### config.mk
export PLATFORM = sky130hd
export DESIGN_NAME = mux8_scan_ctrl
export DESIGN_NICKNAME = d
export VERILOG_FILES = /design/src/rtl/mux8_scan_ctrl.sv
export SDC_FILE = /design/constraint.sdc
export NUM_CORES = 1
export LEC_CHECK = 0
export ABC_CLOCK_PERIOD_IN_PS = 1600
export BUFFER_PORTS_ARGS = -buffer_cell sky130_fd_sc_hd__clkbuf_2
export CAP_MARGIN = 20
export CORE_UTILIZATION = 35
export DETAILED_ROUTE_END_ITERATION = 6
export HOLD_SLACK_MARGIN = 0.08
export PLACE_DENSITY = 0.57
export SYNTH_ARGS = -nofsm -noshare
export SYNTH_HDL_FRONTEND = slang
export SYNTH_SLANG_ARGS = --single-unit
### constraint.sdc
create_clock -name clk -period 1.6 [get_ports clk]
set_input_delay 0.32 -clock clk [delete_from_list [all_inputs] [get_ports clk]]
set_output_delay 0.32 -clock clk [all_outputs]
set_load 0.02 [all_outputs]
### src/rtl/mux8_scan_ctrl.sv
// ---------------------------------------------------------------------------
// mux8_scan_ctrl
//   Upstream sequencer and capture stage for an NCH:1 mux. Steps the mux
//   select through channels 0..NCH-1, holding each channel for SETTLE cycles,
//   samples the mux output y at the end of each window, and assembles the
//   samples into an NCH-bit word that is offered downstream on valid/ready.
//   Single-shot (start) and free-running (continuous) scans are supported.
//
// Optional feature macro: SCAN_PARITY_EN
//   When defined, adds output 'parity' = XOR of the published word, loaded
//   on the same edge as data. When undefined the port and register are absent.
//
// Parameters
//   NCH     number of mux channels (power of 2, >= 2)
//   SETTLE  cycles each channel is held before y is sampled (>= 1)
//
// Ports
//   clk         in   rising-edge clock
//   rst_n       in   asynchronous active-low reset
//   start       in   begin a scan (honoured in IDLE only)
//   continuous  in   restart at channel 0 after each word (sampled at word end)
//   sel         out  mux select, straight from a register
//   y           in   mux output
//   busy        out  high while scanning
//   data        out  captured word; bit k = y sampled while sel==k
//   valid       out  data holds a word not yet accepted
//   ready       in   downstream accepts data when valid && ready at an edge
//   overrun     out  one-cycle pulse: a completed word was dropped
//   parity      out  (SCAN_PARITY_EN only) XOR of data
// ---------------------------------------------------------------------------
module mux8_scan_ctrl #(
  parameter  int NCH    = 8,
  parameter  int SETTLE = 1,
  localparam int SELW   = $clog2(NCH)
) (
  input  logic            clk,
  input  logic            rst_n,
  input  logic            start,
  input  logic            continuous,
  output logic [SELW-1:0] sel,
  input  logic            y,
  output logic            busy,
  output logic [NCH-1:0]  data,
  output logic            valid,
  input  logic            ready,
  output logic            overrun
`ifdef SCAN_PARITY_EN
  ,
  output logic            parity
`endif
);

  // Window counter needs at least one bit even when SETTLE == 1.
  localparam int WCW = (SETTLE > 1) ? $clog2(SETTLE) : 1;
  localparam logic [WCW-1:0]  WCNT_LAST = WCW'(SETTLE - 1);
  localparam logic [SELW-1:0] SEL_LAST  = SELW'(NCH - 1);

  typedef enum logic {
    IDLE = 1'b0,
    SCAN = 1'b1
  } state_t;

  state_t          state_q, state_d;
  logic [SELW-1:0] sel_q, sel_d;
  logic [WCW-1:0]  wcnt_q, wcnt_d;
  logic [NCH-1:0]  shadow_q, shadow_d;
  logic [NCH-1:0]  data_q, data_d;
  logic            valid_q, valid_d;
  logic            busy_q, busy_d;
  logic            overrun_q, overrun_d;
  logic [NCH-1:0]  word;
`ifdef SCAN_PARITY_EN
  logic            parity_q, parity_d;
`endif

  always_ff @(posedge clk or negedge rst_n) begin
    if (!rst_n) begin
      state_q   <= IDLE;
      sel_q     <= '0;
      wcnt_q    <= '0;
      shadow_q  <= '0;
      data_q    <= '0;
      valid_q   <= 1'b0;
      busy_q    <= 1'b0;
      overrun_q <= 1'b0;
`ifdef SCAN_PARITY_EN
      parity_q  <= 1'b0;
`endif
    end else begin
      state_q   <= state_d;
      sel_q     <= sel_d;
      wcnt_q    <= wcnt_d;
      shadow_q  <= shadow_d;
      data_q    <= data_d;
      valid_q   <= valid_d;
      busy_q    <= busy_d;
      overrun_q <= overrun_d;
`ifdef SCAN_PARITY_EN
      parity_q  <= parity_d;
`endif
    end
  end

  always_comb begin
    state_d   = state_q;
    sel_d     = sel_q;
    wcnt_d    = wcnt_q;
    shadow_d  = shadow_q;
    data_d    = data_q;
    valid_d   = valid_q;
    busy_d    = busy_q;
    overrun_d = 1'b0;
`ifdef SCAN_PARITY_EN
    parity_d  = parity_q;
`endif
    // The last channel's sample goes straight into the published word,
    // since it is taken on the same edge the word completes.
    word          = shadow_q;
    word[NCH-1]   = y;

    // Plain transfer; a completion on the same edge overrides this below.
    if (valid_q && ready) begin
      valid_d = 1'b0;
    end

    case (state_q)
      IDLE: begin
        if (start) begin
          state_d = SCAN;
          sel_d   = '0;
          wcnt_d  = '0;
          busy_d  = 1'b1;
        end
      end
      SCAN: begin
        if (wcnt_q != WCNT_LAST) begin
          wcnt_d = wcnt_q + 1'b1;
        end else begin
          shadow_d[sel_q] = y;
          wcnt_d          = '0;
          if (sel_q != SEL_LAST) begin
            sel_d = sel_q + 1'b1;
          end else begin
            sel_d = '0;
            if (!continuous) begin
              state_d = IDLE;
              busy_d  = 1'b0;
            end
            // Publish when the output slot is empty or being drained now.
            if (!valid_q || ready) begin
              data_d  = word;
              valid_d = 1'b1;
`ifdef SCAN_PARITY_EN
              parity_d = ^word;
`endif
            end else begin
              overrun_d = 1'b1;
            end
          end
        end
      end
      default: state_d = IDLE;
    endcase
  end

  assign sel     = sel_q;
  assign busy    = busy_q;
  assign data    = data_q;
  assign valid   = valid_q;
  assign overrun = overrun_q;
`ifdef SCAN_PARITY_EN
  assign parity  = parity_q;
`endif

endmodule

# Yosys cells after proc, flatten, opt, wreduce, memory -nomap -nowiden
# Cells that the tools add are included.
# word_totals
register_bits	24
latch_bits	0
ram_bits	0
rom_bits	0
input_bits	6
out_inout_bits	14
word_cells	57
n_memories	0
# classes
addsub	2
mul	0
n_div	0
n_lt_le_gt_ge	2
n_eq_ne	5
n_shift	0
n_mux	29
bitwise_logic	3
reduce_logical	8
# ops
op	count
two-way mux 1 bit	20
two-way mux 3 bit	3
bitwise mux 8 bit	1
!= test 2 bit (second input constant)	4
AND reduction 4 bit	2
case mux 1 bit (2 select lines)	3
case mux 3 bit (2 select lines)	1
less-than comparator 3 x 4 -> 1 bit (second input constant)	1
AND reduction 2 bit	2
adder 3 x 1 -> 3 bit (second input constant)	1
demux 1 bit (select 3 bit)	1
>= comparator 3 x 1 -> 1 bit (second input constant)	1
!= test 3 bit (second input constant)	1
inverter 1 bit	3
logical AND 1 bit	2
adder 1 bit (second input constant)	1
zero test 1 bit	1
logical OR 1 bit	1

# Longest topological paths before layout
# Gate-level depths: netlist of the first run.
# depth
ltp_word	6
depth_mapped	5
ltp_nobuf	5

# Worst setup path after synthesis of the first run
# Ideal clock, no wire load.
# synth_timing
path_type	reg2reg
from	register sel_q[1], in the netlist sel[1]
to	register data_q[0], in the netlist data[0]
setup_ps	125
t_arrival_ps	1530
required_ps	1475
setup_slack_ps	-55
stages_incl_launch_ff	6
n_path_buf	1
period_less_slack_ps	1655
cell_sequence	dfrtp_1 -> ha_1 -> ha_1 -> and3_1 -> buf_6 -> mux2_4
# synth_via
elab_chain_len	3
# synth_rtl
item	line	rtl
start: declaration	64	logic [SELW-1:0] sel_q, sel_d;
start signal: assignment	91	sel_q <= sel_d;
!= test 3 bit	141	if (sel_q != SEL_LAST) begin
inverter 1 bit (no line)	-	
AND reduction 4 bit (no line)	-	
end signal: assignment	94	data_q <= data_d;
end: declaration	67	logic [NCH-1:0] data_q, data_d;
# Every way passes these cells.
# A chain may end at the register's enable or synchronous reset.

# Worst setup path in the final report of the first run
# layout_timing
from	register sel_q[0], in the netlist sel[0]
to	register data_q[5], in the netlist data[5]
# Same word-level chain as after synthesis.

==> results of run 1 <==
==> per-layer routing <==
layer / up-vias / track usage / routed length, µm
li1: 303 / - / -
met1: 293 / 0.182 / 843
met2: 19 / 0.174 / 709
met3: 4 / 0.0304 / 76
met4: 0 / 0.0750 / 32
met5: - / 0 / 0
==> metrics by stage <==
| stage | TNS (ns) | instance area [µm²] | hold WS (ns) |
|---|---|---|---|
| floorplan | 0 | 995 | 0.0244 |
| global placement | -0.105 | 1130 | 0.326 |
| detailed placement | -0.284 | 1130 | 0.329 |
| CTS | 0 | 1200 | 0.229 |
| global route | 0 | 1200 | 0.235 |
| finish | 0 | 1200 | 0.241 |
==> cell usage after synthesis <==
cell type	n
ha_1	3
buf_6	2
nand2b_1	2
nand2b_4	2
a31oi_1	1
nand4b_1	1
a21oi_1	1
nor3_1	2
mux2_2	6
nor3b_1	3
inv_1	2
and3_1	1
nor2_1	4
o21ai_0	3
dfrtp_1	22
a31o_2	1
mux2_4	9
nand2_1	5
nand4b_2	1
==> registers in the layout, indices dropped and copies added (netlist names) <==
signal / cells
state_q: 1
data: 8
busy: 1
shadow_q: 7
valid: 1
sel: 3
overrun: 1
==> worst max-delay path by stage <==
stage | slack (ns) | cells after the start | endpoint
after floorplan | 0.002 | 5 | data[0]$_DFFE_PN0P_
after detailed placement | -0.04 | 4 | data[1]$_DFFE_PN0P_
final | 0.12 | 4 | data[5]$_DFFE_PN0P_
after CTS | 0.03 | 4 | data[5]$_DFFE_PN0P_
after global placement | -0.02 | 4 | data[4]$_DFFE_PN0P_
after global routing | 0.04 | 4 | shadow_q[4]$_DFFE_PN0P_
==> final cells by class <==
cell class | count | area, µm² | share of cell area
multi-input combinational | 45 | 417 | 0.347
inverter | 2 | 7.51 | 0.00624
sequential | 22 | 553 | 0.460
clock inverter | 1 | 30.0 | 0.0250
clock buffer | 3 | 22.5 | 0.0187
tap | 30 | 37.5 | 0.0312
timing repair buffer | 24 | 135 | 0.112
==> critical path, delay by kind of cell (launching register included) <==
family / cells / cell delay (ns)
flip-flops: 1 / 0.42
adder cells (fa/ha/maj): 2 / 0.41
multiplexers: 1 / 0.31
AND/OR/NAND/NOR: 1 / 0.23
==> timing repair <==
action / in CTS / in global routing
endpoints found under the setup margin: 8 / 5
resized for setup: 1 / 1
endpoints found under the hold margin: 22 / 0
pin swaps: 0 / 0
hold buffers: 1 / 0
==> cell families (layout without fill, tap and decap cells) <==
family	after synthesis	in the layout	synth area share
muxes	15	15	0.204
DFF	22	22	0.555
buffers and inverters	4	30	0.0303
and+or+nand+nor	21	21	0.137
AOI/OAI and AO/OA	6	6	0.0353
adders and majority gates	3	3	0.0378
==> report_power, final <==
group          internal (mW)  switching, mW  total [mW]  leakage (nW)
Combinational          0.640          0.593        1.23         0.294
Clock                  0.253          0.171       0.424        0.0279
Sequential             0.827          0.165       0.992         0.263
Total                   1.72          0.929        2.65         0.585
==> results by group, run 1 <==
Worst setup path
  • CP startpoint: sel[0]$_DFFE_PN0P_
  • WP data required: 1.80 ns
  • CP cell instances: ha_1 -> ha_1 -> and3_4 -> mux2_4
  • Critical path fanouts, max: 8
  • Worst reg2reg setup slack: 0.12 ns
  • Worst setup EP type: flip-flop
  • Crit path arrival time: 1.68 ns
  • Reg2reg end: data[5]$_DFFE_PN0P_
  • R2R cell count: 4
  • Critical path type: reg2reg
  • Type of origin of the critical path: flip-flop
  • Most used cell, CP: ha_1
  • Worst r2r src: sel[0]$_DFFE_PN0P_
  • Slowest cell on crit path: dfrtp_2
  • CP peak stage delay: 0.42 ns

Floorplanning
  • Core ar.: 2570 µm²
  • # rows: 18
  • Die Height: 55.2 µm
  • Die Wd: 55.2 µm
  • # IOs: 20
  • Die ar.: 3050 µm²
  • Starting density of the core: 0.386

Final layout
  • Most common cell after layout, fill and taps aside: dfrtp_1
  • Non-Filler Instances: 127
  • # nets final: 107
  • Layout fillers: 250
  • Area growth syn-to-layout: 21.2%
  • Ant. Diodes: 0
  • Layout cell share with drive strength beyond 1: 0.505
  • Commonest cells after routing, fill and taps aside: 20 x dfrtp_1, 19 x clkbuf_2, 9 x mux2_4
  • Final Util: 0.468

Yosys
  • Syn Nets: 80
  • Top cells by area, synth: dfrtp_1 55%, mux2_4 14%, mux2_2 6.8%
  • Mapped cell area: 992 µm²
  • Synth Instances: 71
  • Synth Register Bits: 22
  • Netlist cell types: 19
  • Post-Syn Area per Cell: 14.0 µm²
  • Post-synth top area share: 0.555
  • Top cell type by total area after synthesis: dfrtp_1
  • Register area share after synthesis: 0.555
  • YS warnings: 0

Global routing
  • Vias in the first global route: 615
  • Gr usage total: 0.127
  • First-pass GRT wire length: 2.99 mm
  • Grt total ovfl: 0
  • Antenna violations before repair: 0
  • Largest net degree at the start of global routing: 23

CTS
  • Root buffer cell: clkbuf_4
  • CTS sink cnt: 22
  • CTS tree: yes
  • TritonCTS Buffers: 3
  • Post-CTS setup buffer count: 0
  • Latest clock arrival within the worst-skew pair: 0.31 ns
  • H-tree Lvls: 1
  • Clock buffer depth: 2
  • Clock Pin Slew Worst Setup and Hold Paths: 0.13 ns

Drt
  • Post-Route WL: 1.66 mm
  • Post-DR vias/cell: 4.87
  • Average wire per cell in the routed design: 13.1 µm
  • Via count: 619
  • Drc violations: 0
  • Iteration-0 DRC Markers: 4
  • Drt first pass iters: 4
  • Antenna violation net count after detailed routing: 0

Timing
  • Final Hold Viols: 0
  • FMAX: 0.675 GHz
  • Fin crit share: 0.925
  • Minimum clock period: 1.48 ns
  • Setup ws final: 0.119 ns
  • RSZ-0062 raised after global routing: false
  • Worst Tran Pin Value: 0.552 ns
  • Worst rel slew slack: 0.632
  • Setup violators final: 0
  • Slew Viols, Final: 0
  • Final worst clock skew: 0.0107 ns

Run status
  • Status: completed

Power and ir drop
  • Leakage Power: 0.585 nW
  • Pwr Total: 2.65 mW
  • Power Density: 2200 nW/µm²
  • VDD IR-drop max: 0.00110 V

Placed design
  • Buffers on Ports: 19
  • # placed instances: 122
  • GPL Wtd Cong: 0.700
  • Pre-CTS WS: -0.0438 ns
  • Dpl hpwl: 1.23 mm

Hold path
  • Hold Path End: state_q$_DFF_PN0_
  • Hold Path Depth: 3
  • HP Start: continuous
  • Worst Hold Class: in2reg

Job
  • Max Cap Violations: 0
(Power assumes the default switching activity.)
==> run 2: changes to the inputs <==
Settings changed: ABC_CLOCK_PERIOD_IN_PS 1600 to 1200.
Clock period 1.6 ns to 1.2 ns, I/O delays scaled along.
==> run 2 against run 1 <==
Global-route usage increased by 0.78 points. Sequential power rose by 39%. Highest routed layer unchanged. The flow now finishes with violations (setup timing). Setup slack worse by 0.33 ns. Largest cell class unchanged.
==> results by group, run 2 (synthesis gave the netlist of run 1 again) <==
Placed design
  • Buffers on Ports: 19
  • Dpl hpwl: 1.26 mm
  • GPL Wtd Cong: 0.765
  • Area post-placement: 1210 µm²

Timing
  • RSZ-0062 raised after global routing: true
  • Setup violators final: 19
  • FMAX: 0.706 GHz
  • Hold WS: 0.159 ns
  • Minimum clock period: 1.42 ns
  • Final Hold Viols: 0
  • Worst Tran Pin Value: 0.546 ns
  • Worst rel slew slack: 0.636
  • Fin crit share: 1.18
  • Setup ws final: -0.215 ns
  • Slew Viols, Final: 0
  • Final worst clock skew: 0.0105 ns

Floorplanning
  • # IOs: 20
  • Core ar.: 2570 µm²
  • Die Height: 55.2 µm
  • Starting density of the core: 0.386
  • Die ar.: 3050 µm²
  • # rows: 18
  • Die Wd: 55.2 µm

CTS
  • CTS tree: yes
  • Latest clock arrival within the worst-skew pair: 0.31 ns
  • Clock Pin Slew Worst Setup and Hold Paths: 0.13 ns
  • H-tree Lvls: 1
  • CTS sink cnt: 22
  • Clock buffer depth: 2
  • TritonCTS Buffers: 3
  • Root buffer cell: clkbuf_4

Global routing
  • Grt total ovfl: 0
  • Vias in the first global route: 649
  • Gr usage total: 0.135
  • Antenna violations before repair: 0
  • First-pass GRT wire length: 3.18 mm
  • Largest net degree at the start of global routing: 23

Power and ir drop
  • Power Density: 3030 nW/µm²
  • Leakage Power: 0.680 nW
  • VDD IR-drop max: 0.00202 V
  • Pwr Total: 4.29 mW

Hold path
  • Worst Hold Class: in2reg
  • HP Start: start
  • Hold Path End: sel[2]$_DFFE_PN0P_
  • Hold Path Depth: 2

Worst setup path
  • Worst reg2reg setup slack: -0.22 ns
  • Slowest cell on crit path: dfrtp_2
  • R2R cell count: 4
  • Type of origin of the critical path: flip-flop
  • Reg2reg end: data[4]$_DFFE_PN0P_
  • Most used cell, CP: ha_4
  • CP peak stage delay: 0.45 ns
  • Worst setup EP type: flip-flop
  • Critical path fanouts, max: 8
  • CP cell instances: ha_4 -> ha_4 -> and3_4 -> mux2_4
  • Worst r2r src: sel[0]$_DFFE_PN0P_
  • WP data required: 1.42 ns
  • Critical path type: reg2reg
  • Crit path arrival time: 1.63 ns

Drt
  • Post-Route WL: 1.86 mm
  • Drc violations: 0
  • Antenna violation net count after detailed routing: 0
  • Post-DR vias/cell: 4.81
  • Iteration-0 DRC Markers: 6
  • Via count: 649
  • Drt first pass iters: 2
  • Average wire per cell in the routed design: 13.8 µm

Final layout
  • Final instance area: 1410 µm²
  • Ant. Diodes: 0
  • Layout cell share with drive strength beyond 1: 0.619
  • Most common cell after layout, fill and taps aside: dfrtp_1
  • # nets final: 115
  • Area growth syn-to-layout: 42.5%
  • Final Util: 0.551
  • Commonest cells after routing, fill and taps aside: 19 x dfrtp_1, 15 x clkbuf_2, 14 x mux2_4
  • Max reg flops: 8
  • Layout fillers: 233

Run status
  • Failing checks: setup timing
  • Status: complete, but fails checks

Job
  • Max Cap Violations: 0
-- run 2: cell types whose count changed in the layout (fill, tap and decap cells not counted), moves of 2 or more --
cell and delta:
mux2_2 -5, mux2_4 +5, buf_4 +4, clkbuf_2 -4, buf_6 +3, clkbuf_8 +2, ha_1 -2, ha_4 +2
nor3_1 -2, nor3b_1 -2, nor3b_4 +2
-- run 2: how the worst max path moves through the flow --
stage	from	endpoint	slack, ns	cells after the start
2_1_floorplan	sel[1]$_DFFE_PN0P_	data[0]$_DFFE_PN0P_	-0.34	5
3_3_place_gp	sel[0]$_DFFE_PN0P_	data[0]$_DFFE_PN0P_	-0.19	4
3_5_place_dp	sel[0]$_DFFE_PN0P_	data[4]$_DFFE_PN0P_	-0.22	4
4_1_cts	sel[0]$_DFFE_PN0P_	data[4]$_DFFE_PN0P_	-0.23	4
5_1_grt	sel[0]$_DFFE_PN0P_	data[4]$_DFFE_PN0P_	-0.25	4
6_report	sel[0]$_DFFE_PN0P_	data[4]$_DFFE_PN0P_	-0.22	4
-- run 2: layout make-up --
type,instances,area [µm²],share of cell area
clock buffers,3,22.5,0.0159
well taps,30,37.5,0.0265
inverters,2,7.51,0.00531
clock inverters,1,30.0,0.0212
multi-input cells,45,515,0.365
repair buffers,32,246,0.174
flip-flops and latches,22,554,0.392
-- run 2: repair_timing --
action	4_1_cts	5_1_grt
buffers inserted	4	1
endpoints found under the hold margin	22	0
gates cloned	0	0
endpoints found under the setup margin	16	24
resized for setup	18	7
pin swaps	3	1
hold buffers	1	0
-- run 2: power by group --
group	internal (mW)	leakage, nW	switching (mW)
combinational	1.34	0.390	1.00
sequential	1.11	0.262	0.268
clock	0.338	0.0279	0.232
-- run 2: layer usage --
layer	global-route usage	part of all wire
met1	0.196	0.50
met2	0.188	0.44
met3	0.0539	0.050
met4	0.0321	0.0081
met5	0	0
-- run 2: critical path: cells and delay by family, from the launching register on --
| family | cells | cell delay, ns |
|---|---|---|
| and+or+nand+nor | 1 | 0.23 |
| adders and majority gates | 2 | 0.33 |
| DFF | 1 | 0.45 |
| muxes | 1 | 0.31 |
-- run 2: stage by stage --
step	setup slack, ns	TNS [ns]	std cells
after CTS	-0.226	-2.76	134
final	-0.215	-2.80	135
after floorplan	-0.341	-2.98	71
after detailed placement	-0.222	-2.08	125
after global placement	-0.187	-1.75	125
after global routing	-0.251	-3.67	135
==> run 3: changes to the inputs <==
Settings changed: ABC_AREA set to 1, CAP_MARGIN 20 to 0.
==> run 3 against run 2 <==
Maximum frequency grew 11%. Hold slack gained 0.039 ns. Sequential share of layout area grew 2.2 points. Area after synthesis shrank 3.2%. Routed wire length grew 9.7%. Synthesized cell count grew 58%. Clock-buffer cell count is the same. Clock power is essentially flat. Via count grew 27%. Highest routed layer unchanged. Critical path type is now reg2out. Clock skew grew 0.010 ns. Setup slack gained 0.15 ns. Critical endpoint is now sel[0]. Global-route usage grew 2.1 points. The flow still finishes with violations (setup timing).
==> results by group, run 3 <==
Timing
  • Worst rel slew slack: 0.632
  • Worst Tran Pin Value: 0.552 ns
  • Setup ws final: -0.0700 ns
  • Setup Total Neg Slack: -0.464 ns
  • Final worst clock skew: 0.0207 ns
  • Slew Viols, Final: 0
  • Fin crit share: 1.06
  • Setup violators final: 12
  • Minimum clock period: 1.27 ns
  • Hold WS: 0.198 ns
  • FMAX: 0.787 GHz
  • Final Hold Viols: 0
  • RSZ-0062 raised after global routing: true

Drt
  • Via count: 824
  • Drt first pass iters: 4
  • Iteration-0 DRC Markers: 10
  • Drc violations: 0
  • M1 WL: 1.02 mm
  • Highest routed layer: met4
  • Met2 WL: 969 µm
  • Routed length on met3: 42 µm
  • Post-Route WL: 2.04 mm
  • Average wire per cell in the routed design: 11.9 µm
  • Antenna violation net count after detailed routing: 0
  • Post-DR vias/cell: 4.82

Hold path
  • Worst Hold Class: in2reg
  • Hold Path Depth: 3

Worst setup path
  • WP data required: 0.96 ns
  • Critical path fanouts, max: 5
  • Worst setup EP type: output pin
  • Critical path type: reg2out
  • Type of origin of the critical path: flip-flop
  • Crit path arrival time: 1.03 ns
  • R2R cell count: 8

Final layout
  • Commonest cells after routing, fill and taps aside: 34 x nand2_1, 18 x dfrtp_1, 16 x nand3_1, 16 x clkbuf_2, 9 x nand2_2
  • Layout cell share with drive strength beyond 1: 0.390
  • # nets final: 151
  • Area growth syn-to-layout: 39.6%
  • Most common cell after layout, fill and taps aside: nand2_1
  • Max reg flops: 8
  • Ant. Diodes: 0

Yosys
  • Post-synth top area share: 0.573
  • Netlist cell types: 14
  • Top-count cell post-synth: nand2_1
  • Mapped cell area: 961 µm²
  • Synth Instances: 112
  • Top cell type by total area after synthesis: dfrtp_1
  • YS warnings: 0
  • Syn Nets: 121
  • Post-synth ARST share: 1.00
  • Post-Syn Area per Cell: 8.58 µm²
  • Post-synth EDFFs: 0
  • Synth Register Bits: 22
  • Ys flop type: dfrtp_1
  • Top cells by count, synth: 44 x nand2_1, 22 x dfrtp_1, 16 x nand3_1, 7 x inv_1
  • Register area share after synthesis: 0.573
  • Top cells by area, synth: dfrtp_1 57%, nand2_1 17%, nand3_1 8.3%

Floorplanning
  • Die Height: 54.4 µm
  • # IOs: 20
  • Starting density of the core: 0.378
  • Die ar.: 2960 µm²
  • Core ar.: 2540 µm²
  • # rows: 18
  • Die Wd: 54.4 µm

Job
  • Max Cap Violations: 0

Power and ir drop
  • VDD IR-drop max: 0.00163 V
  • Leakage Power: 0.678 nW
  • Power Density: 2830 nW/µm²

Global routing
  • First-pass GRT wire length: 3.29 mm
  • Largest net degree at the start of global routing: 23
  • Grt total ovfl: 0
  • Gr usage total: 0.156
  • Antenna violations before repair: 0
  • Vias in the first global route: 766

CTS
  • Clock Pin Slew Worst Setup and Hold Paths: 0.11 ns
  • Latest clock arrival within the worst-skew pair: 0.31 ns
  • CTS sink cnt: 22
  • CTS tree: yes
  • Clock buffer depth: 2
  • TritonCTS Buffers: 3
  • H-tree Lvls: 1
  • Root buffer cell: clkbuf_4

Run status
  • Failing checks: setup timing
  • Status: complete, but fails checks

Placed design
  • Buffers on Ports: 19
  • Dpl hpwl: 1.40 mm
  • GPL Wtd Cong: 0.757
[run 3: changes by cell type after synthesis, sizes merged, moves of 4 or more]
cell	delta
inv	+7
mux2	-15
nand2	+40
nand2b	-4
nand3	+16
[run 3: kinds of logic (layout without fill, tap and decap cells)]
logic type                 Yosys count  in the layout  share of synthesized area
adders and majority gates            3              3                     0.0391
DFF                                 22             22                      0.573
buffers and inverters               11             40                     0.0443
and+or+nand+nor                     69             69                      0.307
AOI/OAI and AO/OA                    7              7                     0.0365
[run 3: area by class of cell]
class,instances,area [µm²]
multi-input cells,79,465
well taps,30,37.5
fillers,239,1200
inverters,9,41.3
clock buffers,3,22.5
flip-flops and latches,22,556
clock inverters,1,30.0
repair buffers,26,183
repair inverters,1,6.26
[run 3: per-layer routing]
layer  global-route usage  up-vias
li1                     -      412
met1                0.213      397
met2                0.244       13
met3               0.0250        2
met4               0.0641        0
met5                    0        -
[run 3: what timing repair did]
action,CTS,global route
pin swaps,0,1
endpoints found under the setup margin,3,21
hold buffers,1,0
hold endpoints to repair,22,0
buffers inserted,2,1
gates cloned,0,1
gates resized for setup,10,25
[run 3: worst max-delay path, cell delays in order (launching register included)]
cell      delay (ns)
dfrtp_2         0.42
buf_4           0.16
clkbuf_8        0.15
[run 3: metrics by stage]
stage / utilization / power, mW / setup WS [ns] / instance area (µm²) / std cells
2_1_floorplan: - / 2.33 / -0.00495 / 1000 / 112
3_3_place_gp: 0.451 / 2.79 / 0.0604 / 1150 / 162
3_5_place_dp: 0.451 / 2.83 / 0.0390 / 1150 / 162
4_1_cts: 0.494 / 3.55 / -0.0720 / 1260 / 169
5_1_grt: 0.527 / 4.10 / -0.117 / 1340 / 171
6_report: 0.527 / 3.79 / -0.0700 / 1340 / 171
[run 3: final timing paths]
check / startpoint / slack, ns / end
setup reg to reg: sel[0]$_DFFE_PN0P_ / -0.07 / data[6]$_DFFE_PN0P_
min in group asynchronous: rst_n / 0.42 / data[5]$_DFFE_PN0P_
max in group asynchronous: rst_n / 0.36 / sel[0]$_DFFE_PN0P_
setup / recovery: sel[0]$_DFFE_PN0P_ / -0.07 / sel[0]
hold reg to reg: shadow_q[6]$_DFFE_PN0P_ / 0.49 / shadow_q[6]$_DFFE_PN0P_
hold / removal: continuous / 0.20 / busy$_DFFE_PN0P_
[run 3: where the power goes]
part           switching (mW)  internal [mW]  leakage, nW
clock                   0.232          0.338       0.0279
combinational            1.08          0.759        0.383
sequential              0.292           1.09        0.267
total                    1.60           2.19        0.678
